`config.mk`:
```
export PLATFORM = sky130hd
export DESIGN_NAME = player_health
export DESIGN_NICKNAME = d
export VERILOG_FILES = /design/src/rtl/player_health.sv
export SDC_FILE = /design/constraint.sdc
export NUM_CORES = 1
export LEC_CHECK = 0
export BUFFER_PORTS_ARGS = -buffer_cell sky130_fd_sc_hd__buf_2
export CAP_MARGIN = 20
export CELL_PAD_IN_SITES_DETAIL_PLACEMENT = 0
export CELL_PAD_IN_SITES_GLOBAL_PLACEMENT = 1
export CORE_MARGIN = 3
export CORE_UTILIZATION = 41
export DETAILED_ROUTE_END_ITERATION = 8
export HOLD_SLACK_MARGIN = 0.03
export PLACE_DENSITY_LB_ADDON = 0.1
export SLEW_MARGIN = 25
export SYNTH_ARGS = -nofsm -noshare
export SYNTH_HDL_FRONTEND = slang
export SYNTH_SLANG_ARGS = --single-unit
```
`constraint.sdc`:
```
create_clock -name Clk -period 5.5 [get_ports Clk]
set_input_delay 0.275 -clock Clk [delete_from_list [all_inputs] [get_ports Clk]]
set_output_delay 0.275 -clock Clk [all_outputs]
set_load 0.05 [all_outputs]
```
`src/rtl/player_health.sv`:
```
// player_health: frame-synchronous health tracker with hit invulnerability, heal latch, regen, sticky death and BCD digits
// Ports: Clk/Reset (sync, active-high); frame_clk vsync level; Hit/Hit_Damage collision per frame;
//        Heal/Heal_Amount pickup pulse; Player_Blood current health; Ten_Digit/Unit_Digit/Digits_Valid
//        decimal digits of Player_Blood; Is_Dead, Invincible state flags; Blink sprite flash enable.
module player_health #(
   parameter int MAX_BLOOD     = 99,
   parameter int INVULN_FRAMES = 60,
   parameter int REGEN_FRAMES  = 120,
   parameter int BLINK_FRAMES  = 4
) (
   input  logic       Clk,
   input  logic       Reset,
   input  logic       frame_clk,
   input  logic       Hit,
   input  logic [6:0] Hit_Damage,
   input  logic       Heal,
   input  logic [6:0] Heal_Amount,
   output logic [9:0] Player_Blood,
   output logic [3:0] Ten_Digit,
   output logic [3:0] Unit_Digit,
   output logic       Digits_Valid,
   output logic       Is_Dead,
   output logic       Invincible,
   output logic       Blink
);
   localparam int IW = $clog2(INVULN_FRAMES + 1);
   localparam int RW = $clog2(REGEN_FRAMES + 1);
   localparam int BW = $clog2(BLINK_FRAMES + 1);
   localparam logic [9:0]    BMAX       = 10'(MAX_BLOOD);
   localparam logic [IW-1:0] INV_LOAD   = IW'(INVULN_FRAMES - 1);
   localparam logic [RW-1:0] REGEN_LAST = RW'(REGEN_FRAMES - 1);
   localparam logic [BW-1:0] BLINK_LAST = BW'(BLINK_FRAMES - 1);
   typedef enum logic [1:0] {ALIVE, INVULN, DEAD} hstate_t;
   typedef enum logic {IDLE, CONV} cstate_t;
   hstate_t       r_state, w_state_nxt;
   cstate_t       r_cstate, w_cstate_nxt;
   logic          r_frame_q;
   logic [6:0]    r_heal, w_heal_nxt;
   logic [9:0]    r_blood, w_blood_nxt;
   logic [IW-1:0] r_inv, w_inv_nxt;
   logic [RW-1:0] r_regen, w_regen_nxt;
   logic [BW-1:0] r_bcnt, w_bcnt_nxt;
   logic          r_blink, w_blink_nxt;
   logic [9:0]    r_rem, w_rem_nxt;
   logic [3:0]    r_tens, w_tens_nxt, r_ten, w_ten_nxt, r_unit, w_unit_nxt;
   logic          r_dvalid, w_dvalid_nxt;
   logic          w_tick, w_hit;
   logic [7:0]    w_heal_sum;
   logic [9:0]    w_dmg, w_after, w_healed, w_regened;
   logic [10:0]   w_sum;
   assign w_tick     = frame_clk & ~r_frame_q;
   assign w_heal_sum = {1'b0, r_heal} + {1'b0, Heal_Amount};
   // A heal arriving on the tick cycle is held for the next tick, so it restarts the latch instead of summing
   assign w_heal_nxt = w_tick ? (Heal ? Heal_Amount : 7'd0)
                     : Heal   ? (w_heal_sum[7] ? 7'h7f : w_heal_sum[6:0]) : r_heal;
   // Hits only count while vulnerable; in INVULN w_after is just the current blood
   assign w_hit      = (r_state == ALIVE) & Hit & (|Hit_Damage);
   assign w_dmg      = {3'b0, Hit_Damage};
   assign w_after    = !w_hit ? r_blood : (r_blood > w_dmg ? r_blood - w_dmg : 10'd0);
   assign w_sum      = {1'b0, w_after} + {4'b0, r_heal};
   assign w_healed   = (w_sum > {1'b0, BMAX}) ? BMAX : w_sum[9:0];
   assign w_regened  = (w_healed == BMAX) ? BMAX : w_healed + 10'd1;
   always_comb begin
      w_state_nxt = r_state;
      w_blood_nxt = r_blood;
      w_inv_nxt   = r_inv;
      w_regen_nxt = r_regen;
      w_bcnt_nxt  = r_bcnt;
      w_blink_nxt = r_blink;
      if (w_tick && r_state == ALIVE) begin
         if (w_after == 10'd0) begin
            w_state_nxt = DEAD;
            w_blood_nxt = 10'd0;
         end else if (w_hit) begin
            w_state_nxt = INVULN;
            w_blood_nxt = w_healed;
            w_inv_nxt   = INV_LOAD;
            w_regen_nxt = '0;
            w_bcnt_nxt  = '0;
            w_blink_nxt = 1'b1;
         end else begin
            w_blood_nxt = (r_regen == REGEN_LAST) ? w_regened : w_healed;
            w_regen_nxt = (r_regen == REGEN_LAST) ? '0 : r_regen + RW'(1);
         end
      end else if (w_tick && r_state == INVULN) begin
         w_blood_nxt = w_healed;
         w_state_nxt = (r_inv == '0) ? ALIVE : INVULN;
         w_inv_nxt   = (r_inv == '0) ? r_inv : r_inv - IW'(1);
         w_bcnt_nxt  = (r_bcnt == BLINK_LAST) ? '0 : r_bcnt + BW'(1);
         w_blink_nxt = (r_inv == '0) ? 1'b0 : (r_bcnt == BLINK_LAST) ? ~r_blink : r_blink;
      end
   end
   // Subtract-by-ten converter; any pending health change restarts it from the new value
   always_comb begin
      w_cstate_nxt = r_cstate;
      w_rem_nxt    = r_rem;
      w_tens_nxt   = r_tens;
      w_ten_nxt    = r_ten;
      w_unit_nxt   = r_unit;
      w_dvalid_nxt = r_dvalid;
      if (w_blood_nxt != r_blood) begin
         w_cstate_nxt = CONV;
         w_rem_nxt    = w_blood_nxt;
         w_tens_nxt   = 4'd0;
         w_dvalid_nxt = 1'b0;
      end else if (r_cstate == CONV) begin
         w_rem_nxt    = (r_rem >= 10'd10) ? r_rem - 10'd10 : r_rem;
         w_tens_nxt   = (r_rem >= 10'd10) ? r_tens + 4'd1 : r_tens;
         w_ten_nxt    = (r_rem >= 10'd10) ? r_ten : r_tens;
         w_unit_nxt   = (r_rem >= 10'd10) ? r_unit : r_rem[3:0];
         w_dvalid_nxt = (r_rem < 10'd10);
         w_cstate_nxt = (r_rem >= 10'd10) ? CONV : IDLE;
      end
   end
   always_ff @(posedge Clk) begin
      if (Reset) begin
         r_state   <= ALIVE;
         r_cstate  <= IDLE;
         r_frame_q <= 1'b0;
         r_heal    <= '0;
         r_blood   <= BMAX;
         r_inv     <= '0;
         r_regen   <= '0;
         r_bcnt    <= '0;
         r_blink   <= 1'b0;
         r_rem     <= '0;
         r_tens    <= '0;
         r_ten     <= 4'(MAX_BLOOD / 10);
         r_unit    <= 4'(MAX_BLOOD % 10);
         r_dvalid  <= 1'b1;
      end else begin
         r_state   <= w_state_nxt;
         r_cstate  <= w_cstate_nxt;
         r_frame_q <= frame_clk;
         r_heal    <= w_heal_nxt;
         r_blood   <= w_blood_nxt;
         r_inv     <= w_inv_nxt;
         r_regen   <= w_regen_nxt;
         r_bcnt    <= w_bcnt_nxt;
         r_blink   <= w_blink_nxt;
         r_rem     <= w_rem_nxt;
         r_tens    <= w_tens_nxt;
         r_ten     <= w_ten_nxt;
         r_unit    <= w_unit_nxt;
         r_dvalid  <= w_dvalid_nxt;
      end
   end
   assign Player_Blood = r_blood;
   assign Ten_Digit    = r_ten;
   assign Unit_Digit   = r_unit;
   assign Digits_Valid = r_dvalid;
   assign Is_Dead      = (r_state == DEAD);
   assign Invincible   = (r_state == INVULN);
   assign Blink        = r_blink;
endmodule

```
==> metrics.yaml <==
status:
  outcome: "finished, final reports clean"
synth:
  synth_adder_area_share: 0.08312
  register_area_share_after_synthesis: 0.2551
  synth_enable_flop_cells: 0
  netlist_area_mm2: 0.004787
  synthMuxAreaShare: 0.03372
  synth_cells: 606
  synthArstFlopShare: 0
  synth_common_cells: "sky130_fd_sc_hd__dfxtp_1 (61), sky130_fd_sc_hd__nor2_1 (54), sky130_fd_sc_hd__a21oi_1 (44), sky130_fd_sc_hd__nand2_1 (44), sky130_fd_sc_hd__inv_1 (32)"
  total_number_of_yosys_warnings: 0
  main_combinational_cell_family_by_area_after_synthesis: "compound AO/OA/AOI/OAI gates"
  yosys_most_used_dff: "sky130_fd_sc_hd__dfxtp_1"
  synth_compound_gate_area_share: 0.2676
  synth_simple_gate_area_frac: 0.2645
  synth.lib_cells_used.distinct: 81
  synthMostInstantiatedCell: "sky130_fd_sc_hd__dfxtp_1"
  synth_area_in_xor_xnor: 0.04208
  synth_seq_cells: 61
  cell_types_occupying_the_most_area_after_synthesis: "sky130_fd_sc_hd__dfxtp_1 (26%), sky130_fd_sc_hd__ha_1 (7.1%), sky130_fd_sc_hd__a21oi_1 (4.6%)"
  synth_area_per_cell_um2: 7.899
  netlist.area_leader.share: 0.2551
  post_synth_top_area_cell: "sky130_fd_sc_hd__dfxtp_1"
  synth_fp_nets: 655
floorplanning:
  dieWidth_um: 114.1
  design.core.area_mm2: 0.01113
  top_level_ports: 41
  num_rows: 38
  die_area_mm2: 0.01301
  die_height_um: 114.1
  initial_core_utilization: 0.4303
worst_setup_path:
  crit_arrival_ns: 5.73
  timing.critical_path.required_ns: 5.76
  r2r.worst_path.cells: 27
  crit_slowest_cell: "sky130_fd_sc_hd__a221oi_1"
  worstSetupPathType: "reg -> reg"
  end_kind: "register"
  start_kind: "register"
  critPathMaxFanout: 8
  worst_r2r_startpoint: "Player_Blood[0]"
  critical_path.n_buffers_inverters: 5
  cell_count_along_the_critical_path: 27
  reg2reg_setup_slack_ns: 0.03
  cp_top_family: "compound AO/OA/AOI/OAI gates"
  r2r_end: "Unit_Digit[1]"
  timing.critical_path.slowest_cell_delay_ns: 0.43
route:
  m1WireLength_um: 6803
  highest-signal-layer: "met4"
  dr_wl_met3_um: 690
  avgViaCountPerCell: 5.869
  drcViolationCount: 0
  detail_route.wl_per_cell_um: 17.38
  drt-total-wl_um: 14910
  postRouteAntennaNets: 0
  detailroute.via_count: 5036
  dr.first_iter.drc_count: 404
  wl_met2_um: 7039
  number_of_iterations_in_the_first_detailed_routing_pass: 5
global_routing:
  antenna_found_initial: 0
  grt_start_max_net_pins: 69
  globalRouteOverflowTotal: 0
  grt_pass1_vias: 4806
  grt_util_all_layers: 0.2270
  grt_pass1_wl_um: 23960
clock_tree:
  tritoncts: "built"
  clock_sink_count: 61
  htree_num_levels: 3
  cts.hold.buffers_added: 0
  clockRootBuffer: "sky130_fd_sc_hd__clkbuf_16"
  cts-buffers-inserted: 9
  clk-insertion-delay-late_ns: 0.33
  cts.reportedPaths.clkPinSlew_ns: 0.06
  clockBufferDepth: 2
sta:
  fin_skew_ns: 0.005749
  number_of_max_slew_violations_in_the_final_report: 0
  number_of_failing_setup_endpoints_in_the_final_timing_report: 0
  tightestPinTransition_ns: 0.9054
  max_slew_margin: 0.3900
  holdWs_ns: 0.1864
  finalHoldViolations: 0
  finalCriticalPeriod_ns: 5.468
  period_share: 0.9942
  max_clock_freq_mhz: 182.9
  rsz0062_at_grt: "yes"
placed_design:
  hpwlAfterDp_um: 10830
  placed_standard_cell_area_mm2: 0.005482
  globalplace.congestion: 0.9426
  io_buffer_count: 40
run:
  max-cap-violations: 0
min_path:
  hold_path_end: "r_frame_q"
  hold_path_depth: 2
  hp-start: "frame_clk"
  holdCritPathClass: "in -> reg"
layout:
  filler_cells: 1052
  synthToLayoutAreaGrowth_pct: 30.82
  final_layout_net_count: 761
  fin_area_mm2: 0.006262
  finalCoreUtilization: 0.5629
  post_route_cells_drive_above_1_share: 0.3040
power_and_ir_drop:
  vdd_drop_max_uv: 297.2
  leakagePower_nw: 2.535
  pwr_density_cell_mw_per_mm2: 373.6
flip-flops by register name, summed over array words and instances (netlist names), 2 cells and up:
register / cells
Player_Blood: 10
r_rem: 10
r_heal: 7
r_regen: 7
r_inv: 6
Ten_Digit: 4
Unit_Digit: 4
r_tens: 4
r_bcnt: 3
r_state: 2
power breakdown:
part	internal (mW)	switching [mW]
Sequential	0.499	0.0505
Clock	0.320	0.208
Combinational	0.569	0.693
Total	1.39	0.952
worst max path at each step:
stage / startpoint / end / slack (ns)
finish: Player_Blood[0] / Unit_Digit[1] / 0.03
global route: Player_Blood[0] / Unit_Digit[3] / -0.21
CTS: Player_Blood[0] / Ten_Digit[1] / 0.0005
detailed placement: Hit_Damage[0] / Ten_Digit[1] / -0.21
global placement: Hit_Damage[0] / Unit_Digit[2] / -0.18
floorplan: Player_Blood[0] / r_rem[4] / 0.009
cell type report:
cell class	count	area [µm²]	area share
Clock buffer	10	239.0	0.03816
Multi-Input combinational cell	484	3582	0.5720
Tap cell	140	175.2	0.02797
Sequential cell	61	1235	0.1972
Clock inverter	6	46.29	0.007393
Timing Repair Buffer	124	859.6	0.1373
Inverter	32	122.6	0.01958
Antenna cell	1	2.502	0.0003996
cells in the final DEF (no fill, tap or decap), drive strengths merged, types with 8 or more instances in the layout:
cell type / Yosys / final
ha: 27 / 27
nand3: 13 / 13
or3: 9 / 9
o21ai: 31 / 31
o31ai: 9 / 9
a21oi: 44 / 44
nand2: 46 / 46
dfxtp: 61 / 61
nor2b: 10 / 10
nand4: 10 / 10
o22ai: 8 / 8
o221ai: 8 / 8
inv: 32 / 34
and3: 8 / 8
clkbuf: 18 / 10
mux2i: 15 / 15
buf: 11 / 124
nor3: 24 / 24
nand2b: 13 / 13
nor2: 55 / 55
or2: 9 / 9
xnor2: 16 / 16
worst register-to-register path: stages (launching register included):
cell and delay, ns:
sky130_fd_sc_hd__dfxtp_4 0.35, sky130_fd_sc_hd__inv_4 0.04, sky130_fd_sc_hd__ha_4 0.15, sky130_fd_sc_hd__inv_2 0.05, sky130_fd_sc_hd__fa_2 0.21, sky130_fd_sc_hd__nand3_2 0.08, sky130_fd_sc_hd__a21o_1 0.20, sky130_fd_sc_hd__a31o_4 0.25
sky130_fd_sc_hd__buf_6 0.13, sky130_fd_sc_hd__o31ai_1 0.31, sky130_fd_sc_hd__ha_2 0.40, sky130_fd_sc_hd__nand4_1 0.24, sky130_fd_sc_hd__a31oi_4 0.15, sky130_fd_sc_hd__a2111oi_2 0.22, sky130_fd_sc_hd__a31oi_1 0.19, sky130_fd_sc_hd__o22ai_2 0.29
sky130_fd_sc_hd__nand2_2 0.13, sky130_fd_sc_hd__ha_4 0.20, sky130_fd_sc_hd__nand4_1 0.13, sky130_fd_sc_hd__xnor2_2 0.14, sky130_fd_sc_hd__buf_4 0.14, sky130_fd_sc_hd__o22ai_1 0.07, sky130_fd_sc_hd__a221oi_1 0.43, sky130_fd_sc_hd__and4_4 0.30
sky130_fd_sc_hd__nand2_4 0.06, sky130_fd_sc_hd__buf_12 0.15, sky130_fd_sc_hd__nor2_8 0.18, sky130_fd_sc_hd__mux2i_1 0.20
metrics by stage:
stage                     total power, mW  TNS (ns)  setup slack (ns)  cells
after global placement              1.593    -2.856           -0.1784    813
final                               2.340         0           0.03208    858
after global routing                2.489    -3.152           -0.2144    857
after floorplan                     1.294         0          0.009324    606
after detailed placement            1.596    -3.418           -0.2067    813
after CTS                           2.253         0         0.0004530    853
kinds of logic after synthesis:
group,Yosys count
AND/OR/NAND/NOR,235
AO/OA/AOI/OAI,180
buffers and inverters,61
flip-flops,61
adder cells (fa/ha/maj),30
XOR/XNOR,23
multiplexers,16
per-layer routing:
layer / vias to the layer above / track usage
li1: 2477 / -
met4: 0 / 0.08314
met2: 156 / 0.3587
met3: 34 / 0.03858
met1: 2369 / 0.3113
met5: - / 0
timing repair:
| item | CTS | global route |
|---|---|---|
| setup buffers | 24 | 5 |
| pin swaps | 15 | 25 |
| setup endpoints to repair | 24 | 24 |
| resized for setup | 21 | 38 |
No activity file was read; power rests on OpenSTA's default activity.
